## src/rtl/command_status_executor.sv

```systemverilog
// command_status_executor: runs each bridge command as one backend transaction and queues one status per command; `define COMMAND_STATUS_EXECUTOR_TIMEOUT_EN adds a response timeout
module command_status_executor #(
  parameter int STATUS_DEPTH   = 4,
  parameter int TIMEOUT_CYCLES = 16
) (
  input  logic                          i_clk,
  input  logic                          i_rst_n,
  input  logic                          i_command_valid,
  output logic                          o_command_ready,
  input  logic                          i_command,
  output logic                          o_status_valid,
  input  logic                          i_status_ready,
  output logic                          o_status,
  output logic                          o_req_valid,
  input  logic                          i_req_ready,
  output logic                          o_req_write,
  input  logic                          i_rsp_valid,
  input  logic                          i_rsp_error,
  output logic                          o_busy,
  output logic [$clog2(STATUS_DEPTH):0] o_status_count
);
  localparam int AW = $clog2(STATUS_DEPTH);
  typedef enum logic [1:0] {IDLE, ISSUE, WAIT_RSP} state_e;
  state_e        state_q, state_d;
  logic          write_q, write_d;
  logic [AW-1:0] wp_q, rp_q;
  logic [AW:0]   cnt_q;
  logic          mem_q [STATUS_DEPTH];
  logic          push, pop, push_err, timeout;
  if (STATUS_DEPTH < 2 || (STATUS_DEPTH & (STATUS_DEPTH - 1)) != 0 || TIMEOUT_CYCLES < 1) begin : g_bad_cfg
    $error("command_status_executor: STATUS_DEPTH must be a power of 2 >= 2 and TIMEOUT_CYCLES >= 1");
  end
`ifdef COMMAND_STATUS_EXECUTOR_TIMEOUT_EN
  localparam int TW = $clog2(TIMEOUT_CYCLES + 1);
  logic [TW-1:0] tmr_q;
  assign timeout = tmr_q == TW'(TIMEOUT_CYCLES);
  // cycles spent in WAIT_RSP without a response; held at zero in every other state
  always_ff @(posedge i_clk or negedge i_rst_n)
    if (!i_rst_n) tmr_q <= '0;
    else if (state_q != WAIT_RSP) tmr_q <= '0;
    else if (!i_rsp_valid && !timeout) tmr_q <= tmr_q + 1'b1;
`else
  assign timeout = 1'b0;
`endif
  assign push            = state_q == WAIT_RSP && (i_rsp_valid || timeout);
  assign push_err        = i_rsp_valid ? i_rsp_error : 1'b1;
  assign o_status_valid  = cnt_q != '0;
  assign pop             = o_status_valid && i_status_ready;
  assign o_status        = o_status_valid && mem_q[rp_q];
  assign o_command_ready = i_rst_n && state_q == IDLE && cnt_q < (AW+1)'(STATUS_DEPTH);
  assign o_req_valid     = state_q == ISSUE;
  assign o_req_write     = o_req_valid && write_q;
  assign o_busy          = state_q != IDLE;
  assign o_status_count  = cnt_q;
  // next-state: one command at a time, IDLE -> ISSUE -> WAIT_RSP -> IDLE
  always_comb begin
    state_d = state_q;
    write_d = write_q;
    case (state_q)
      IDLE: if (i_command_valid && o_command_ready) begin
        state_d = ISSUE;
        write_d = !i_command;
      end
      ISSUE:    state_d = i_req_ready ? WAIT_RSP : ISSUE;
      WAIT_RSP: state_d = push ? IDLE : WAIT_RSP;
      default:  state_d = IDLE;
    endcase
  end
  // FSM, latched write flag and FIFO bookkeeping
  always_ff @(posedge i_clk or negedge i_rst_n)
    if (!i_rst_n) begin
      state_q <= IDLE;
      write_q <= 1'b0;
      wp_q    <= '0;
      rp_q    <= '0;
      cnt_q   <= '0;
    end else begin
      state_q <= state_d;
      write_q <= write_d;
      wp_q    <= wp_q + AW'(push);
      rp_q    <= rp_q + AW'(pop);
      cnt_q   <= cnt_q + (AW+1)'(push) - (AW+1)'(pop);
    end
  // status storage; contents are only observed while the count covers them
  always_ff @(posedge i_clk)
    if (push) mem_q[wp_q] <= push_err;
endmodule

```

## config.mk

```make
export PLATFORM = sky130hd
export DESIGN_NAME = command_status_executor
export DESIGN_NICKNAME = d
export VERILOG_FILES = /design/src/rtl/command_status_executor.sv
export SDC_FILE = /design/constraint.sdc
export NUM_CORES = 1
export LEC_CHECK = 0
export CAP_MARGIN = 20
export CORE_MARGIN = 2
export CORE_UTILIZATION = 46
export CTS_CLUSTER_SIZE = 10
export DETAILED_ROUTE_END_ITERATION = 8
export GPL_TIMING_DRIVEN = 0
export PLACE_DENSITY_LB_ADDON = 0.08
export SETUP_SLACK_MARGIN = 0.2
export SYNTH_ARGS = -nofsm -noshare
export SYNTH_HDL_FRONTEND = slang
export SYNTH_SLANG_ARGS = --single-unit
```

## constraint.sdc

```tcl
create_clock -name i_clk -period 2.4 [get_ports i_clk]
set_clock_uncertainty 0.05 [all_clocks]
set_input_delay 0.72 -clock i_clk [delete_from_list [all_inputs] [get_ports i_clk]]
set_output_delay 0.72 -clock i_clk [all_outputs]
set_load 0.005 [all_outputs]
```

==> results of run 1 <==
kinds of logic after synthesis:
logic type / count (synthesis) / synth area share [%]
compound gates: 3 / 2.75
simple gates: 19 / 19.4
mux: 2 / 4.76
xor+xnor: 6 / 7.69
fa+ha+maj: 3 / 6.59
flops: 14 / 54.2
buf+inv: 6 / 4.58
worst reg2reg max path: cells and delay by family (launching register included):
family	cells	cell delay (ns)
flip-flops	1	0.43
adder cells (fa/ha/maj)	2	0.70
XOR/XNOR	1	0.12
AND/OR/NAND/NOR	2	0.37
buffers and inverters	2	0.30
stage by stage:
step	worst slack [ns]	std cells	utilization, %
floorplan	0.345	53	-
global placement	-0.806	84	63.9
detailed placement	-0.829	84	63.9
CTS	0.153	93	69.0
global route	0.152	93	69.7
finish	0.213	93	69.7
state kept, by name, indices dropped and copies added (netlist names):
signal and count:
state_q 2, rp_q 2, mem_q 4, wp_q 2, write_q 1, o_status_count 3
cell usage after synthesis (2+ instances only):
| master | instances |
|---|---|
| nand2b_1 | 2 |
| edfxtp_1 | 4 |
| dfrtp_1 | 10 |
| ha_1 | 2 |
| inv_1 | 4 |
| xor2_1 | 3 |
| nor3b_2 | 2 |
| xnor2_1 | 3 |
| and2_1 | 2 |
| nand2_1 | 4 |
per-layer routing:
layer  track usage, %  routed length, um
met4             7.50                 14
met2             21.8                499
met3             3.02                 61
met5                0                  0
met1             18.3                495
report_power, final:
part	total, mW	internal (mW)	switching (mW)
combinational	0.476	0.295	0.180
clock	0.134	0.0602	0.0738
sequential	0.407	0.337	0.0707
worst max-delay path by stage:
stage	from	to	slack, ns
3_5_place_dp	i_rst_n	o_command_ready	-0.83
6_report	rp_q[0]$_DFF_PN0_	o_status	0.21
5_1_grt	rp_q[0]$_DFF_PN0_	o_status	0.15
4_1_cts	state_q[1]$_DFFE_PN0P_	o_req_write	0.15
2_1_floorplan	i_rsp_valid	o_status_count[2]$_DFF_PN0_	0.35
3_3_place_gp	i_rst_n	o_command_ready	-0.81
layout by cell type, fill, tap and decap left out, drive strengths merged, types with 3 or more instances in the layout:
cell type	instances
xnor2	3
xor2	3
clkdlybuf4s50	9
inv	4
dfrtp	10
clkbuf	4
buf	8
nand2	4
dlygate4sd2	3
edfxtp	4
layout make-up:
type | instances | area (sq um) | share of cell area (%)
buffer | 1 | 11.3 | 1.20
timing repair buffer | 21 | 188 | 19.9
inverter | 5 | 20.0 | 2.13
clock inverter | 1 | 3.75 | 0.399
clock buffer | 3 | 22.5 | 2.39
multi-input combinational | 33 | 303 | 32.2
tap | 15 | 18.8 | 1.99
sequential | 14 | 374 | 39.8
what timing repair did:
item	CTS	global route
endpoints found under the setup margin	8	3
gates cloned	0	0
pin swaps	1	0
buffers inserted	5	0
endpoints found under the hold margin	0	0
gates resized for setup	20	6
==> flow_summary.ini, run 1 <==
[pwr]
p_leak_nw = 0.434
p_per_area_nw_per_um2 = 1080
finalPower_mw = 1.02
ir_drop_uv = 595

[synthesis]
synthesis.nets = 64
synth_edf_count = 4
syn_area_sq_um = 683
ys_types = 27
synth_top_flop_cell = dfrtp_1
syn_inst = 53
seq_area_frac_synth_pct = 54.2
postSynthRegisterBits = 14
synth.largest_area_cell = dfrtp_1
netlist_top_cells_area = dfrtp_1 37%, edfxtp_1 18%, xnor2_1 3.8%
ys_warn_count = 0
synth.avg_cell_area_sq_um = 12.9
ys_async_sr_fraction_pct = 71.4
synth_top_area_share_pct = 36.6

[critical_path]
r2r-start = state_q[0]$_DFFE_PN0P_
path_max_fanout = 2
end_kind = primary output
rrSetupSlack_ns = 0.39
critical_path_buf_inv_count = 1
crit_type = reg2out
crit_chain = mux4_2 -> and2_4 -> buf_2
crit_slowest_cell = mux4_2
cp.arrival_ns = 1.42
start_kind = flip-flop
cpLargestDelayFamily = multiplexers
cp_num_cells = 3
reg2reg_depth = 7
critPathMaxStageDelay_ns = 0.50
r2r_end = o_status_count[1]$_DFF_PN0_
required_ns = 1.63

[flow_run]
max-cap-violations = 0

[routing]
vias_per_cell = 4.97
ant_nets = 0
drtIter0Drc = 2
via_count = 462
wirelength_um = 1070
dr.pass1.iters = 2
drc = 0
wire_per_inst_um = 11.5

[timing]
fin_crit_ns = 2.19
setup_tns_ns = 0
slew_headroom_pct = 85.6
whs_ns = 0.186
min_period_over_period_pct = 91.1
finalSetupViolations = 0
drv_slew = 0
worst_pin_slew_ns = 0.214
max_freq_mhz = 457
rsz0062_at_grt = true
final_hold_viol_count = 0

[cts]
numCtsBuffers = 3
holdBufCountCts = 0
clkSlewWorstSetupHoldPaths_ns = 0.08
clock_sinks = 14
clockRootBuffer = clkbuf_4
htree_num_levels = 1
clkLatencyLatePin_ns = 0.27
cts_tree = built
cts.path.max_buffers = 2

[final_layout]
finalInstanceArea_sq_um = 941
drive_gt1_share_pct = 32.1
fin_nets = 90
antenna_cells = 0
area_growth_pct = 37.7
nFillCells = 110

[place]
gp_congestion = 0.748
hpwl_um = 750
numPortBuffers = 16
placed_area_sq_um = 862

[global_routing]
grt_first_pass_wirelength_um = 1910
grt_pass1_vias = 448
antenna_found_initial = 0
grt_max_degree = 13
grt_use_total_pct = 14.1
overflow = 0

[die]
core_area_sq_um = 1350
rows = 13
start_util_pct = 50.6
fp.dieH_um = 42.5
die_area_sq_um = 1810
pin_count = 17
die_w_um = 42.5

[worst_hold_path]
worst_hold_path_type = in2async

[outcome]
status = finished clean
Note: power is estimated with default switching activity, not from simulation.
==> inputs of run 2 (changes only) <==
--- a/config.mk
+++ b/config.mk
@@ -7,7 +7,7 @@
 export LEC_CHECK = 0
 export CAP_MARGIN = 20
 export CORE_MARGIN = 2
-export CORE_UTILIZATION = 46
+export CORE_UTILIZATION = 42
 export CTS_CLUSTER_SIZE = 10
 export DETAILED_ROUTE_END_ITERATION = 8
 export GPL_TIMING_DRIVEN = 0
==> constraint.sdc (replaced) <==
create_clock -name i_clk -period 1.86 [get_ports i_clk]
set_clock_uncertainty 0.05 [all_clocks]
set_input_delay 0.558 -clock i_clk [delete_from_list [all_inputs] [get_ports i_clk]]
set_output_delay 0.558 -clock i_clk [all_outputs]
set_load 0.005 [all_outputs]
==> run 2 against run 1 <==
Against the previous run:
- the flow now finishes with violations (negative setup slack)
- highest routed layer unchanged
- die area grew 8.6%
- combinational power grew 98%
- worst hold slack worse by 0.13 ns
- first-iteration DRC count rose to 4.5 times the previous value
==> flow_summary.ini, run 2 (synthesis results as in run 1) <==
[outcome]
status = complete, but fails checks
violations = negative setup slack

[final_layout]
mostFrequentLayoutCell = buf_6
antenna_cells = 0
area_growth_pct = 71.2
largest_register_ff_count = 4
multi_input_area_sq_um = 373
drive_gt1_share_pct = 53.8
seqCellArea_sq_um = 373
final_cells = 109
final_cell_mix = 17 x buf_6, 9 x buf_4, 8 x dfrtp_1, 5 x clkdlybuf4s50_1
nFillCells = 100
top_register = mem_q
fin_nets = 105
fin_util_pct = 76.8

[timing]
finalWorstSetupSlack_ns = -0.154
worst_pin_slew_ns = 0.295
final_hold_viol_count = 0
finalSetupViolations = 7
slew_headroom_pct = 80.3
rsz0062_at_grt = true
max_freq_mhz = 496
drv_slew = 0
setup_tns_ns = -0.527
fin_crit_ns = 2.01
min_period_over_period_pct = 108

[pwr]
power_switching_mw = 0.560
p_leak_nw = 0.525
pwr-share-seq_pct = 33.3
finalPower_mw = 1.68
comb_power_share_pct = 56.2
p_sw_share_pct = 33.3
p_int_mw = 1.12
ir_drop_uv = 739
clkPwrFrac_pct = 10.5
p_per_area_nw_per_um2 = 1430

[routing]
vias_per_cell = 5.02
wirelength_um = 1590
wire_per_inst_um = 14.6
ant_nets = 0
via_count = 547
dr.pass1.iters = 3
drtIter0Drc = 9
drc = 0

[global_routing]
antenna_found_initial = 0
overflow = 0
grt_pass1_vias = 544
grt_max_degree = 13
grt_use_total_pct = 18.0
grt_first_pass_wirelength_um = 2490

[cts]
htree_num_levels = 1
clkLatencyLatePin_ns = 0.27
numCtsBuffers = 3
clockRootBuffer = clkbuf_4
clock_sinks = 14
cts_tree = built
cts.path.max_buffers = 2
clkSlewWorstSetupHoldPaths_ns = 0.08

[die]
die_w_um = 44.3
core_area_sq_um = 1520
fp.dieH_um = 44.3
rows = 14
pin_count = 17
start_util_pct = 44.8
die_area_sq_um = 1970

[critical_path]
cp.arrival_ns = 1.41
start_kind = flip-flop
crit_type = reg2out
rrSetupSlack_ns = -0.14
required_ns = 1.25
end_kind = primary output
path_max_fanout = 2

[place]
numPortBuffers = 16
hpwl_um = 813
place_inst = 85
gp_congestion = 0.739
dpl_worst_slack_ns = -1.03

[flow_run]
max-cap-violations = 0

[worst_hold_path]
worst_hold_path_type = in2async
## run 2: cell count changes in the layout (fill, tap and decap cells not counted), sizes merged
cell	before	now
clkdlybuf4s50	9	5
buf	8	28
inv	4	5
dlymetal6s2s	1	0
dlygate4sd2	3	2
clkinv	2	0
clkdlybuf4s15	0	2
## run 2: worst max-delay path, cell delays in order, from the launching register on
cell and delay [ns]:
dfrtp_1 0.39, mux4_2 0.49, and2_1 0.14, buf_2 0.12
## run 2: cell type report
type,count,area share [%]
Buffer,1,0.963
Tap cell,16,1.71
Multi-Input combinational cell,33,31.9
Clock buffer,4,2.25
Sequential cell,14,31.9
Timing Repair Buffer,36,29.5
Inverter,5,1.82
## run 2: per-stage QoR
stage / hold slack [ns] / area, sq um
after floorplan: 0.212 / 696
after global placement: 0.432 / 876
after detailed placement: 0.437 / 876
after CTS: 0.0546 / 1060
after global routing: 0.0502 / 1170
final: 0.0561 / 1170
## run 2: worst paths after layout
kind / from / to / cells after the start
max: rp_q[0]$_DFF_PN0_ / o_status / 3
min in group i_clk: rp_q[1]$_DFF_PN0_ / rp_q[1]$_DFF_PN0_ / 1
max reg2reg: state_q[0]$_DFFE_PN0P_ / o_status_count[2]$_DFF_PN0_ / 8
max in group asynchronous: i_rst_n / o_status_count[2]$_DFF_PN0_ / 1
min reg2reg: rp_q[1]$_DFF_PN0_ / rp_q[1]$_DFF_PN0_ / 1
min: i_rst_n / rp_q[1]$_DFF_PN0_ / 1
## run 2: per-layer routing
metal  global-route usage [%]  vias to the layer above  routed length (um)
met1                     23.5                      267                 608
met3                     3.67                        2                  74
li1                         -                      262                   -
met2                     30.3                       16                 894
met5                        0                        -                   0
met4                     5.45                        0                  14
## run 2: what timing repair did
action	CTS	global route
endpoints found under the setup margin	18	14
gates resized for setup	55	13
buffers inserted	15	5
pin swaps	2	4
hold buffers	0	0
## run 2: power by group through the flow
stage                     Combinational, mW  Sequential [mW]  Clock, mW
after floorplan                       0.299            0.539          0
after global placement                0.512            0.558          0
after detailed placement              0.520            0.566          0
after CTS                             0.772            0.532      0.183
after global routing                   1.02            0.571      0.198
final                                 0.944            0.558      0.176
==> inputs of run 3 (changes only) <==
--- a/config.mk
+++ b/config.mk
@@ -6,8 +6,9 @@
 export NUM_CORES = 1
 export LEC_CHECK = 0
 export CAP_MARGIN = 20
-export CORE_MARGIN = 2
-export CORE_UTILIZATION = 42
+export CELL_PAD_IN_SITES_DETAIL_PLACEMENT = 1
+export CELL_PAD_IN_SITES_GLOBAL_PLACEMENT = 1
+export CORE_UTILIZATION = 33
 export CTS_CLUSTER_SIZE = 10
 export DETAILED_ROUTE_END_ITERATION = 8
 export GPL_TIMING_DRIVEN = 0
==> run 3 against run 2 <==
Against the previous run:
- the flow still finishes with violations (negative setup slack)
- worst hold slack improved by 0.0026 ns
- via count fell by 5.9%
- power fell by 5.1%
- critical path depth did not move
- first-iteration DRC count fell by 33%
- largest power group unchanged
==> flow_summary.ini, run 3 (synthesis results as in run 1) <==
[cts]
clkSlewWorstSetupHoldPaths_ns = 0.09
clkLatencyLatePin_ns = 0.27
holdBufCountCts = 0
clockRootBuffer = clkbuf_4
numCtsBuffers = 3
clock_sinks = 14
cts_tree = built
htree_num_levels = 1
cts.path.max_buffers = 2

[routing]
ant_nets = 0
dr.pass1.iters = 4
via_count = 515
wire_per_inst_um = 12.9
vias_per_cell = 4.52
drtIter0Drc = 6
drc = 0
wirelength_um = 1480

[critical_path]
rrSetupSlack_ns = -0.06
path_max_fanout = 2
crit_slowest_cell = mux4_2
critPathMaxStageDelay_ns = 0.49
end_kind = primary output
cp.arrival_ns = 1.39
start_kind = flip-flop
crit_type = reg2out
critical_path_buf_inv_count = 1
required_ns = 1.25
crit_chain = mux4_2 -> and2_4 -> buf_6
cpLargestDelayFamily = multiplexers

[place]
hpwl_um = 917
gp_congestion = 0.668
dpl_worst_slack_ns = -1.07
numPortBuffers = 16
place_inst = 96

[timing]
slew_headroom_pct = 84.5
finalSetupViolations = 4
rsz0062_at_grt = true
final_hold_viol_count = 0
max_freq_mhz = 500
min_period_over_period_pct = 108
drv_slew = 0
setup_tns_ns = -0.279
finalWorstSetupSlack_ns = -0.142
fin_crit_ns = 2.00
worst_pin_slew_ns = 0.232
whs_ns = 0.0586

[global_routing]
antenna_found_initial = 0
grt_use_total_pct = 13.8
grt_pass1_vias = 494
overflow = 0
grt_max_degree = 13
grt_first_pass_wirelength_um = 2100

[final_layout]
mostFrequentLayoutCell = buf_6
fin_nets = 99
antenna_cells = 0
largest_register_ff_count = 4
nFillCells = 220
drive_gt1_share_pct = 51.7
final_cells = 114
area_growth_pct = 57.9
top_register = mem_q
final_cell_mix = 14 x buf_6, 8 x buf_4, 8 x dfrtp_1, 5 x clkdlybuf4s50_1

[die]
core_area_sq_um = 1960
die_w_um = 47.5
fp.dieH_um = 47.5
die_area_sq_um = 2260
start_util_pct = 34.8
rows = 16
pin_count = 17

[outcome]
violations = negative setup slack
status = complete, but fails checks

[pwr]
finalPower_mw = 1.59
p_per_area_nw_per_um2 = 1480
ir_drop_uv = 755
p_leak_nw = 0.495

[worst_hold_path]
worst_hold_path_type = in2async

[flow_run]
max-cap-violations = 0
-- run 3: through the flow --
| stage | util [%] | instance area, sq um |
|---|---|---|
| 2_1_floorplan | - | 696 |
| 3_3_place_gp | 45.3 | 890 |
| 6_report | 55.0 | 1080 |
| 4_1_cts | 51.7 | 1010 |
| 5_1_grt | 55.0 | 1080 |
| 3_5_place_dp | 45.3 | 890 |
-- run 3: routing by layer --
metal,vias to the layer above,part of all wire (%),global-route usage (%)
met5,-,0,0
met4,0,0,3.43
met3,0,3.4,3.40
met2,12,53,23.6
met1,255,44,17.5
li1,248,-,-
-- run 3: cell type report --
| type | count | area (sq um) | share of cell area [%] |
|---|---|---|---|
| clock buffer | 4 | 26.3 | 2.44 |
| sequential | 14 | 373 | 34.6 |
| timing repair buffer | 30 | 284 | 26.3 |
| tap | 27 | 33.8 | 3.13 |
| inverter | 5 | 20.0 | 1.86 |
| multi-input combinational | 33 | 330 | 30.6 |
| buffer | 1 | 11.3 | 1.04 |
-- run 3: repair_timing --
action | in CTS | in global routing
endpoints found under the hold margin | 0 | 0
setup endpoints to repair | 18 | 10
gates resized for setup | 47 | 14
buffers inserted | 10 | 4
pin swaps | 2 | 4
-- run 3: worst reg2reg max path: stages (launching register included) --
cell     delay, ns
dfrtp_1       0.40
buf_6         0.12
buf_6         0.11
o31a_1        0.33
xnor2_2       0.15
ha_2          0.17
fa_2          0.35
xnor2_2       0.14
-- run 3: power breakdown --
group / total [mW] / internal [mW] / switching [mW]
Sequential: 0.538 / 0.433 / 0.105
Clock: 0.177 / 0.0830 / 0.0944
Combinational: 0.877 / 0.576 / 0.301
-- run 3: final timing paths --
kind / start / end / cells past startpoint
hold reg to reg: rp_q[1]$_DFF_PN0_ / rp_q[1]$_DFF_PN0_ / 1
hold / removal: i_rst_n / rp_q[1]$_DFF_PN0_ / 1
setup reg to reg: o_status_count[1]$_DFF_PN0_ / o_status_count[2]$_DFF_PN0_ / 7
max in group asynchronous: i_rst_n / o_status_count[2]$_DFF_PN0_ / 1
min in group i_clk: rp_q[1]$_DFF_PN0_ / rp_q[1]$_DFF_PN0_ / 1
setup / recovery: rp_q[0]$_DFF_PN0_ / o_status / 3
